==> src/rtl/rv32_mem_pkg.sv <==
// Shared RV32 memory-access definitions: load/store funct3 encodings,
// memory_controller_module instr_mode encodings, and the LSU state type.
package rv32_mem_pkg;

  localparam logic [2:0] F3_LB  = 3'b000;
  localparam logic [2:0] F3_LH  = 3'b001;
  localparam logic [2:0] F3_LW  = 3'b010;
  localparam logic [2:0] F3_LBU = 3'b100;
  localparam logic [2:0] F3_LHU = 3'b101;

  localparam logic [1:0] MODE_WORD = 2'b00;
  localparam logic [1:0] MODE_BYTE = 2'b01;
  localparam logic [1:0] MODE_HALF = 2'b10;

  typedef enum logic [1:0] {
    IDLE  = 2'd0,
    ISSUE = 2'd1,
    WAIT  = 2'd2,
    RESP  = 2'd3
  } lsu_state_e;

  // Controller access size follows the low two funct3 bits.
  function automatic logic [1:0] mode_of(input logic [2:0] f3);
    case (f3[1:0])
      2'b00:   return MODE_BYTE;
      2'b01:   return MODE_HALF;
      default: return MODE_WORD;
    endcase
  endfunction

  // Unsigned variants exist only for loads; anything else is undefined.
  function automatic logic funct3_bad(input logic [2:0] f3, input logic store);
    case (f3)
      F3_LB, F3_LH, F3_LW: return 1'b0;
      F3_LBU, F3_LHU:      return store;
      default:             return 1'b1;
    endcase
  endfunction

endpackage

==> src/rtl/load_extend.sv <==
// RV32 load extension: the controller zero-fills byte/half reads, so the
// signed variants are rebuilt here from the low lane.
module load_extend
  import rv32_mem_pkg::*;
(
  input  logic [2:0]  funct3,
  input  logic [31:0] raw,
  output logic [31:0] ext
);

  logic signed [7:0]  byte_s;
  logic signed [15:0] half_s;

  assign byte_s = raw[7:0];
  assign half_s = raw[15:0];

  // Select sign- or zero-extension of the addressed lane.
  always_comb begin
    ext = raw;
    case (funct3)
      F3_LB:   ext = 32'(byte_s);
      F3_LBU:  ext = {24'b0, raw[7:0]};
      F3_LH:   ext = 32'(half_s);
      F3_LHU:  ext = {16'b0, raw[15:0]};
      default: ext = raw;
    endcase
  end

endmodule

==> src/rtl/load_store_unit.sv <==
// Load/store unit between the RV32 execute stage and memory_controller_module.
// One request in flight: validate, issue a single enable pulse, wait for op_r
// (bounded by TIMEOUT), then return a one-cycle extended response.
module load_store_unit
  import rv32_mem_pkg::*;
#(
  parameter int ADDR_W  = 24,
  parameter int TIMEOUT = 15
) (
  input  logic              clk,
  input  logic              rst_n,
  input  logic              req_valid,
  output logic              req_ready,
  input  logic              req_store,
  input  logic [2:0]        req_funct3,
  input  logic [31:0]       req_addr,
  input  logic [31:0]       req_wdata,
  output logic              resp_valid,
  output logic [31:0]       resp_rdata,
  output logic              resp_err,
  output logic [ADDR_W-1:0] mem_addr,
  output logic              mem_we,
  output logic [31:0]       mem_wdata,
  output logic              mem_enable,
  output logic [1:0]        mem_mode,
  input  logic              mem_op_r,
  input  logic [31:0]       mem_rdata
);

  lsu_state_e  state;
  logic [2:0]  funct3_q;
  logic [3:0]  wait_cnt;
  logic [3:0]  wait_cnt_inc;
  logic        req_fire;
  logic        req_bad;
  logic        addr_oor;
  logic        misaligned;
  logic        timed_out;
  logic [31:0] ext_data;

  assign req_ready  = (state == IDLE);
  assign resp_valid = (state == RESP);
  assign mem_enable = (state == ISSUE);
  assign req_fire   = req_valid && req_ready;

  assign addr_oor   = |req_addr[31:ADDR_W];
  assign misaligned = ((req_funct3[1:0] == 2'b01) && req_addr[0]) ||
                      ((req_funct3[1:0] == 2'b10) && (req_addr[1:0] != 2'b00));
  assign req_bad    = funct3_bad(req_funct3, req_store) || addr_oor || misaligned;

  // The op_r check has priority over this, so a late op_r on the last cycle still succeeds.
  assign wait_cnt_inc = wait_cnt + 4'd1;
  assign timed_out    = (wait_cnt_inc == 4'(TIMEOUT));

  load_extend u_load_extend (
    .funct3 (funct3_q),
    .raw    (mem_rdata),
    .ext    (ext_data)
  );

  // Request sequencing and WAIT-cycle counter.
  always_ff @(posedge clk or negedge rst_n) begin
    if (!rst_n) begin
      state    <= IDLE;
      wait_cnt <= '0;
    end else begin
      case (state)
        IDLE: begin
          if (req_fire) state <= req_bad ? RESP : ISSUE;
        end
        ISSUE: begin
          state    <= WAIT;
          wait_cnt <= '0;
        end
        WAIT: begin
          if (mem_op_r || timed_out) state <= RESP;
          else                       wait_cnt <= wait_cnt_inc;
        end
        RESP:    state <= IDLE;
        default: state <= IDLE;
      endcase
    end
  end

  // Latch the accepted request; these registers drive the controller and stay stable through WAIT.
  always_ff @(posedge clk or negedge rst_n) begin
    if (!rst_n) begin
      funct3_q  <= '0;
      mem_addr  <= '0;
      mem_we    <= 1'b0;
      mem_wdata <= '0;
      mem_mode  <= MODE_WORD;
    end else if (req_fire) begin
      funct3_q  <= req_funct3;
      mem_addr  <= req_addr[ADDR_W-1:0];
      mem_we    <= req_store;
      mem_wdata <= req_wdata;
      mem_mode  <= mode_of(req_funct3);
    end
  end

  // Response payload is loaded on entry to RESP and held until the next response.
  always_ff @(posedge clk or negedge rst_n) begin
    if (!rst_n) begin
      resp_rdata <= '0;
      resp_err   <= 1'b0;
    end else if (req_fire && req_bad) begin
      resp_rdata <= '0;
      resp_err   <= 1'b1;
    end else if (state == WAIT) begin
      if (mem_op_r) begin
        resp_rdata <= mem_we ? 32'h0 : ext_data;
        resp_err   <= 1'b0;
      end else if (timed_out) begin
        resp_rdata <= '0;
        resp_err   <= 1'b1;
      end
    end
  end

endmodule

==> config.mk <==
export PLATFORM = sky130hd
export DESIGN_NAME = load_store_unit
export DESIGN_NICKNAME = d
export VERILOG_FILES = /design/src/rtl/rv32_mem_pkg.sv /design/src/rtl/load_extend.sv /design/src/rtl/load_store_unit.sv
export SDC_FILE = /design/constraint.sdc
export NUM_CORES = 1
export LEC_CHECK = 0
export ABC_AREA = 0
export CAP_MARGIN = 5
export CORE_MARGIN = 4
export CORE_UTILIZATION = 35
export DETAILED_ROUTE_END_ITERATION = 12
export PLACE_DENSITY = 0.78
export SYNTH_ARGS = -nofsm -noshare
export SYNTH_HDL_FRONTEND = slang
export SYNTH_HIERARCHICAL = 1
export SYNTH_SLANG_ARGS = --single-unit
==> constraint.sdc <==
create_clock -name clk -period 1.75 [get_ports clk]
set_input_delay 0.175 -clock clk [delete_from_list [all_inputs] [get_ports clk]]
set_output_delay 0.175 -clock clk [all_outputs]
set_load 0.01 [all_outputs]
After elaboration in Yosys (flattened, before gate mapping)
Index checks and enable logic that the tools add are counted.
- output and inout port bits: 95
- ROM bits: 0
- input port bits: 104
- latch bits: 0
- register bits: 101
- bits in writable memories: 0
- memories: 0
- add/sub/neg operators: 1
- multiplexer cells: 18
- equal/unequal tests: 16
- shift operators: 0
- order comparisons: 0
- multipliers: 0
- reduce and logical (&&, ||, !) cells: 22
- divide/modulo/power cells: 0
- bitwise operators: 0
- operators with widths (kind ; number):
    32-bit two-way mux ; 5
    32-bit case mux with 4 select lines ; 1
    3-bit equality test (second input constant) ; 4
    2-bit case mux with 4 select lines ; 1
    4-bit case mux with 2 select lines ; 1
    8-bit OR reduction ; 1
    2-bit equality test (second input constant) ; 3
    3-bit by 1-bit equality test with 1-bit output (second input constant) ; 2
    3-bit logical NOT ; 2
    2-bit two-way mux ; 3
    2-bit AND reduction ; 3
    2-bit nonzero test ; 3
    4-bit by 1-bit adder with 4-bit output (second input constant) ; 1
    2-bit by 1-bit equality test with 1-bit output (second input constant) ; 2
    4-bit equality test (second input constant) ; 1
    1-bit logical AND ; 4
    2-bit logical NOT ; 2
    1-bit logical OR ; 4
    1-bit two-way mux ; 4
    4-bit two-way mux ; 1
    2-bit != test (second input constant) ; 2
    2-bit case mux with 2 select lines ; 1
    3-bit by 2-bit equality test with 1-bit output (second input constant) ; 1
    3-bit nonzero test ; 1
    other kinds (4) ; 4

Longest topological paths before layout
Gate-level depths: netlist (run 1).
- word-level depth: 8
- depth in mapped cells: 9
- mapped depth without buffers: 7

Modules after synthesis
The synthesis (run 1) kept the hierarchy.
- modules (own cells, without submodules) (module ; area an instance (um^2) ; cells each ; instances):
    load_store_unit ; 4232.8 ; 340 ; 1
    load_extend ; 355.3 ; 67 ; 1

Worst setup path after synthesis (run 1)
No wires, ideal clock.
- path type: flip-flop to flip-flop
- start: register state[0]
- end: register wait_cnt[2]
- library setup time: 124 ps
- setup slack: -21 ps
- buffers on the path: 1
- data arrival time: 1647 ps
- period minus slack after synthesis: 1771 ps
- cell stages (with the launch flop): 9
- cells stage by stage: dfrtp_1 inv_1 ha_1 buf_2 nor3b_1 a31oi_2 o21ai_4 and3_1 a211o_1
- cells in the longest elaborated chain, start to end: 3
- elaborated cells on any way between the ends: 6
- those cells by class: eq/ne (3); mux (1); reduce/logical (2)
- ends and longest elaborated chain (element ; line ; RTL):
    from (decl) ; load_store_unit.sv:30 ; lsu_state_e state;
    from (signal assigned) ; load_store_unit.sv:69 ; if (req_fire) state <= req_bad ? RESP : ISSUE;
    2-bit equality test or 2-bit by 1-bit equality test with 1-bit output (tied branches) ; load_store_unit.sv:67 ; case (state)
    2-bit != test (no line) or 2-bit nonzero test (tied branches) ; -- ;
    2-bit AND reduction (no line) ; -- ;
    to (signal assigned) ; load_store_unit.sv:77 ; else wait_cnt <= wait_cnt_inc;
    to (decl) ; load_store_unit.sv:32 ; logic [3:0] wait_cnt;
Parallel ways exist; a longest one is shown, timed or not.
A chain may end at the register's enable or synchronous reset.

Worst setup path after layout (run 1)
- start: register wait_cnt[1]
- end: register wait_cnt[3]
- cells in the longest elaborated chain, start to end: 5
- elaborated cells on any way between the ends: 7
- those cells by class: add/sub (1); eq/ne (2); mux (2); reduce/logical (2)
- ends and longest elaborated chain (element ; line ; RTL):
    4-bit by 1-bit adder with 4-bit output (*) ; load_store_unit.sv:52 ; assign wait_cnt_inc = wait_cnt + 4'd1;
    4-bit equality test ; load_store_unit.sv:53 ; assign timed_out = (wait_cnt_inc == 4'(TIMEOUT));
    1-bit logical OR ; load_store_unit.sv:76 ; if (mem_op_r || timed_out) state <= RESP;
    2-bit != test (no line) ; -- ;
    2-bit AND reduction (no line) ; -- ;
Mark *: on every way between the ends. The rest lies on a longest branch, timed or not. The select of a mux whose other input is x is not followed.

==> flow_metrics.py, run 1 <==
metrics = {
    "outcome": {
        "outcome": "finished with violations",
        "failed_checks": "negative setup slack",
    },
    "routing": {
        "ant_nets": 0,
        "vias_after_detailed_routing": 4022,
        "drt-vias-per-instance": 5.07,
        "routed_wire_length_per_instance_um": 18.2,
        "wl_um": 14400,
        "first_pass_iters": 6,
        "drcViolationCount": 0,
        "drtIter0Drc": 369,
    },
    "synthesis": {
        "post_synth_main_area_contributors": "sky130_fd_sc_hd__dfrtp_1, sky130_fd_sc_hd__mux2_2, sky130_fd_sc_hd__nand2_1, sky130_fd_sc_hd__a21oi_1, sky130_fd_sc_hd__nand3_1",
        "post_synth.cell_area_avg_sq_um": 11.3,
        "post_synth_inst_count": 407,
        "yosysSeqAreaShare_pct": 55.1,
        "yosys_warnings": 6,
        "ys_dominant_reg_cell": "sky130_fd_sc_hd__dfrtp_1",
        "syn-cell-area_sq_um": 4590,
        "synth_seq_cells": 101,
        "post_synth_num_cell_types": 38,
        "synth-async-reset-ratio_pct": 100,
        "postSynthNetCount": 518,
        "synth_edf_count": 0,
        "yosys.area.top_type": "sky130_fd_sc_hd__dfrtp_1",
        "synth_largest_type_area_fraction_pct": 55.1,
    },
    "pwr": {
        "ir_worst_vdd_v": 0.000970,
        "leakage_nw": 3.18,
        "power.switching_fraction_pct": 35.2,
        "internal_power_mw": 8.46,
        "power.net_switching_mw": 4.59,
        "pwr-share-seq_pct": 31.7,
        "pwr_dens_nw_per_um2": 1700,
        "share_clk_of_total_power_pct": 16.6,
        "combinational_fraction_of_design_power_pct": 51.7,
    },
    "timing": {
        "timing_max_transition_violations_final": 0,
        "timing.final.crit_share_pct": 110,
        "grt_setup_unrepaired": "yes",
        "fmaxAchievable_mhz": 519,
        "final_hold_viol_count": 0,
        "finalHoldWorstSlack_ns": 0.282,
        "timing.slew.headroom_pct": 48.6,
        "final_period_minus_worst_setup_slack_ns": 1.93,
        "tightest_slew_ns": 0.756,
        "finalSetupTns_ns": -4.59,
        "fin_worst_setup_slack_ns": -0.177,
        "clock_skew_ns": 0.00770,
        "finalSetupViolCount": 39,
    },
    "cells_and_area": {
        "final_util_pct": 60.4,
        "seqCellArea_sq_um": 2530,
        "drive_gt1_share_pct": 29.6,
        "design.final.nets": 727,
        "flow.area_growth_from_synthesis_pct": 67.4,
        "n_fill_cell": 1025,
        "antenna_cells_inserted": 0,
        "multi_input_comb_area_sq_um": 2150,
    },
    "floorplan": {
        "floorplan.initialDensity_pct": 36.1,
        "die_extent_in_y_um": 122,
        "placeableCoreArea_sq_um": 12700,
        "floorplan_die_area_sq_um": 15000,
        "rows": 41,
        "io_pins": 199,
        "die_x_um": 122,
    },
    "setup_path": {
        "start_kind": "flip-flop",
        "critical-path-slowest-cell": "sky130_fd_sc_hd__dfrtp_1",
        "cp-end-kind": "flip-flop",
        "slowest_delay_ns": 0.43,
        "critPathRequiredTime_ns": 1.97,
        "cp_max_fo": 7,
        "worstSetupPathType": "reg2reg",
        "r2r_setup_slack_ns": -0.18,
        "crit_path_cell_trace": "ha_4 > buf_4 > buf_6 > nand3b_1 > nand2_2 > o21ai_4 > a41oi_2 > a211o_1",
        "arrival_ns": 2.15,
    },
    "clocking": {
        "cts.path.max_buffers": 2,
        "numCtsBuffers": 9,
        "cts-root-buf": "sky130_fd_sc_hd__clkbuf_16",
        "clk_pin_slew_ns": 0.07,
        "insertion_delay_ns": 0.34,
        "htree_levels": 3,
        "num_clock_sinks": 101,
        "cts_tree": "done",
    },
    "job": {
        "maxCapViolCount": 0,
    },
    "place": {
        "gp_congestion": 0.769,
        "place.detailed.hpwl_um": 9740,
        "portBuffers": 198,
        "pre_cts_slack_ns": -0.0586,
    },
    "global_routing": {
        "grt_remaining_overflow": 0,
        "grt_use_total_pct": 18.6,
        "grt_max_degree": 55,
        "first_global_vias": 4240,
        "number_of_antenna_violations_at_the_first_check_in_global_routing": 0,
        "grt_pass1_wl_um": 21700,
    },
    "worst_hold_path": {
        "hp-class": "in2async",
    },
}
cell usage after synthesis, drive strengths merged, types with 4 or more instances:
library cell	count
a21oi	34
clkbuf	6
nor2b	4
o21ai	27
mux2i	5
nand2b	4
dfrtp	101
nand3	32
buf	32
nand2	68
mux2	60
ha	7
stage by stage:
stage / instances / cell area, sq um / power [mW]
6_report: 793 / 7680 / 13.1
4_1_cts: 792 / 7470 / 12.8
5_1_grt: 793 / 7680 / 13.8
3_5_place_dp: 764 / 6830 / 10.1
3_3_place_gp: 764 / 6830 / 9.87
2_1_floorplan: 407 / 4590 / 6.93
cells in the final DEF, fill, tap and decap left out, drive strengths merged, types with 2 or more instances in the layout:
master	n
a211o	2
a21oi	34
buf	37
bufinv	2
clkbuf	10
clkdlybuf4s50	195
clkinv	2
dfrtp	101
dlygate4sd2	2
ha	7
inv	5
mux2	60
mux2i	5
nand2	68
nand2b	4
nand3	32
nor2	3
nor2b	4
nor4	3
o21ai	27
routing by layer:
metal	track usage [%]	part of all wire, %	up-vias	wire length (um)
li1	-	-	1822	-
met4	5.81	1.9	0	276
met2	33.6	53	221	7570
met5	0	0	-	0
met3	5.85	9.2	24	1330
met1	20.8	36	1955	5230
logic make-up (layout without fill, tap and decap cells):
group                      Yosys count  after routing  synth area share (%)
DFF                                101            101                  55.1
buffers and inverters               41            255                  5.32
xor gates and xnor gates             1              1                 0.355
muxes                               65             65                  15.9
adders and majority gates            7              7                  1.91
and+or+nand+nor                    121            121                  12.1
AOI/OAI and AO/OA                   71             71                  9.35
repair_timing:
action | in CTS | in global routing
gates cloned | 5 | 1
hold buffers | 1 | 0
resized for setup | 33 | 49
pin swaps | 23 | 27
setup buffers | 6 | 3
hold endpoints to repair | 22 | 0
setup endpoints to repair | 36 | 39
final timing paths:
path	startpoint	endpoint	cells after the start
max reg2reg	wait_cnt[1]$_DFFE_PN0P_	wait_cnt[3]$_DFFE_PN0P_	8
min reg2reg	mem_mode[0]$_DFFE_PN0P_	mem_mode[0]$_DFFE_PN0P_	2
max	wait_cnt[1]$_DFFE_PN0P_	wait_cnt[3]$_DFFE_PN0P_	8
max in group asynchronous	rst_n	mem_addr[20]$_DFFE_PN0P_	3
min	rst_n	resp_rdata[29]$_DFFE_PN0P_	2
min in group clk	mem_rdata[5]	resp_rdata[5]$_DFFE_PN0P_	3
power groups by stage:
stage                     clock [mW]  sequential [mW]  combinational (mW)
after floorplan                    0             4.46                2.47
after global placement             0             4.05                5.82
after detailed placement           0             4.12                5.99
after CTS                       2.22             4.11                6.50
after global routing            2.32             4.27                7.21
final                           2.16             4.14                6.75
layout make-up:
class,count,area share (%)
Clock buffer,9,2.93
Clock inverter,7,1.27
Inverter,3,0.147
Multi-Input combinational cell,265,28.0
Sequential cell,101,32.9
Tap cell,172,2.80
Timing Repair Buffer,236,31.9
registers in the layout (all words and copies together), names as in the netlist:
signal      count
mem_wdata      32
resp_rdata     32
mem_addr       24
wait_cnt        4
funct3_q        3
mem_mode        2
state           2
mem_we          1
resp_err        1
worst max-delay path, delay by kind of cell, from the launching register on:
family,cells,cell delay (ns)
AND/OR/NAND/NOR,2,0.28
buffers and inverters,2,0.24
AO/OA/AOI/OAI,3,0.68
flip-flops,1,0.43
adder cells (fa/ha/maj),1,0.18
No activity file was read; power rests on OpenSTA's default activity.
==> run 2, diff against run 1 <==
--- a/config.mk
+++ b/config.mk
@@ -9,7 +9,9 @@
 export CAP_MARGIN = 5
 export CORE_MARGIN = 4
 export CORE_UTILIZATION = 35
+export CTS_BUF_LIST = sky130_fd_sc_hd__clkbuf_8
 export DETAILED_ROUTE_END_ITERATION = 12
+export HOLD_SLACK_MARGIN = 0.15
 export PLACE_DENSITY = 0.78
 export SYNTH_ARGS = -nofsm -noshare
 export SYNTH_HDL_FRONTEND = slang
==> flow_metrics.py, run 2 (synthesis results as in run 1) <==
metrics = {
    "outcome": {
        "outcome": "finished with violations",
        "failed_checks": "negative setup slack",
    },
    "setup_path": {
        "critPathRequiredTime_ns": 2.00,
        "cp_max_fo": 8,
        "r2r_setup_slack_ns": -0.13,
        "r2r.worst_path.cells": 8,
        "endpoint": "resp_rdata[27]$_DFFE_PN0P_",
        "worst_setup_path_startpoint": "wait_cnt[0]$_DFFE_PN0P_",
        "r2r_start": "wait_cnt[0]$_DFFE_PN0P_",
        "regToRegEndpoint": "resp_rdata[27]$_DFFE_PN0P_",
        "arrival_ns": 2.13,
        "worstSetupPathType": "reg2reg",
        "start_kind": "flip-flop",
        "cp-end-kind": "flip-flop",
    },
    "cells_and_area": {
        "antenna_cells_inserted": 0,
        "drive_gt1_share_pct": 33.5,
        "mostFrequentLayoutCell": "sky130_fd_sc_hd__clkdlybuf4s50_1",
        "design.final.nets": 726,
        "n_fill_cell": 1051,
        "commonest_cells_after_routing_fill_and_taps_aside": "sky130_fd_sc_hd__clkdlybuf4s50_1, sky130_fd_sc_hd__dfrtp_1, sky130_fd_sc_hd__mux2_2",
        "flow.area_growth_from_synthesis_pct": 68.0,
        "biggestRegsByFlops": "mem_wdata (32), resp_rdata (32), mem_addr (24)",
    },
    "routing": {
        "ant_nets": 0,
        "drt-vias-per-instance": 5.05,
        "vias_after_detailed_routing": 3998,
        "first_pass_iters": 4,
        "routed_wire_length_per_instance_um": 18.3,
        "drcViolationCount": 0,
        "drtIter0Drc": 302,
        "wl_um": 14500,
    },
    "global_routing": {
        "grt_pass1_wl_um": 22100,
        "grt_remaining_overflow": 0,
        "grt_use_total_pct": 18.9,
        "grt_max_degree": 55,
        "first_global_vias": 4373,
        "number_of_antenna_violations_at_the_first_check_in_global_routing": 0,
    },
    "floorplan": {
        "die_extent_in_y_um": 122,
        "floorplan.initialDensity_pct": 36.1,
        "placeableCoreArea_sq_um": 12700,
        "floorplan_die_area_sq_um": 15000,
        "io_pins": 199,
        "rows": 41,
        "die_x_um": 122,
    },
    "timing": {
        "fmaxAchievable_mhz": 531,
        "final_period_minus_worst_setup_slack_ns": 1.88,
        "timing.final.crit_share_pct": 108,
        "finalHoldWorstSlack_ns": 0.249,
        "timing_max_transition_violations_final": 0,
        "final_hold_viol_count": 0,
        "timing.slew.headroom_pct": 48.6,
        "tightest_slew_ns": 0.756,
        "grt_setup_unrepaired": "yes",
        "fin_worst_setup_slack_ns": -0.135,
        "finalSetupViolCount": 35,
        "clock_skew_ns": 0.0103,
    },
    "worst_hold_path": {
        "hp-class": "in2async",
    },
    "clocking": {
        "clk_pin_slew_ns": 0.10,
        "numCtsBuffers": 9,
        "cts_tree": "done",
        "htree_levels": 3,
        "num_clock_sinks": 101,
        "cts-root-buf": "sky130_fd_sc_hd__clkbuf_8",
        "cts.path.max_buffers": 2,
        "insertion_delay_ns": 0.37,
    },
    "place": {
        "pre_cts_slack_ns": -0.0586,
        "place.detailed.hpwl_um": 9740,
        "portBuffers": 198,
        "gp_congestion": 0.769,
    },
    "job": {
        "maxCapViolCount": 0,
    },
    "pwr": {
        "leakage_nw": 3.19,
        "pwr_dens_nw_per_um2": 1660,
        "ir_worst_vdd_v": 0.000989,
        "power_mw": 12.8,
    },
}
run 2: metal layers:
layer | global-route usage, % | wire [um] | up-vias
met5 | 0 | 0 | -
met4 | 7.14 | 322 | 0
li1 | - | - | 1814
met3 | 5.99 | 1360 | 28
met1 | 20.5 | 5240 | 1953
met2 | 34.5 | 7600 | 203
run 2: critical path, cell delays in order, from the launching register on:
cell                        delay (ns)
sky130_fd_sc_hd__dfrtp_1          0.41
sky130_fd_sc_hd__ha_2             0.20
sky130_fd_sc_hd__nor2b_4          0.13
sky130_fd_sc_hd__a31o_4           0.26
sky130_fd_sc_hd__buf_6            0.11
sky130_fd_sc_hd__a22o_4           0.32
sky130_fd_sc_hd__clkbuf_16        0.19
sky130_fd_sc_hd__nand3_2          0.09
sky130_fd_sc_hd__a21oi_2          0.06
run 2: area by class of cell:
| cell class | count | area [sq um] | share of cell area (%) |
|---|---|---|---|
| tap | 172 | 215 | 2.79 |
| clock buffer | 9 | 124 | 1.61 |
| sequential | 101 | 2530 | 32.8 |
| timing repair buffer | 235 | 2490 | 32.4 |
| clock inverter | 7 | 97.6 | 1.27 |
| multi-input combinational | 265 | 2240 | 29.0 |
| inverter | 3 | 11.3 | 0.146 |
run 2: power breakdown:
part	switching (mW)	leakage [nW]	internal [mW]
sequential	0.757	1.26	3.40
combinational	3.02	1.82	3.91
clock	0.856	0.112	0.816
run 2: what timing repair did:
action,in CTS,in global routing
endpoints found under the setup margin,37,45
resized for setup,79,30
setup buffers,5,0
hold endpoints to repair,101,0
pin swaps,52,11
cloned,5,1
hold buffers,1,0
run 2: how the worst min path moves through the flow:
stage / from / to / slack, ns
after global placement: rst_n / resp_rdata[29]$_DFFE_PN0P_ / 0.1
after floorplan: rst_n / funct3_q[0]$_DFFE_PN0P_ / -0.12
after detailed placement: rst_n / resp_rdata[29]$_DFFE_PN0P_ / 0.11
after global routing: rst_n / wait_cnt[3]$_DFFE_PN0P_ / 0.27
final: rst_n / resp_rdata[29]$_DFFE_PN0P_ / 0.25
after CTS: rst_n / wait_cnt[2]$_DFFE_PN0P_ / 0.24
run 2: per-stage QoR:
step	area (sq um)	TNS, ns	std cells	util [%]
finish	7710	-3.22	792	60.6
CTS	7550	-3.08	791	59.3
global route	7710	-5.48	792	60.6
detailed placement	6830	-0.800	764	53.7
floorplan	4590	-0.00889	407	-
global placement	6830	-0.00623	764	53.7
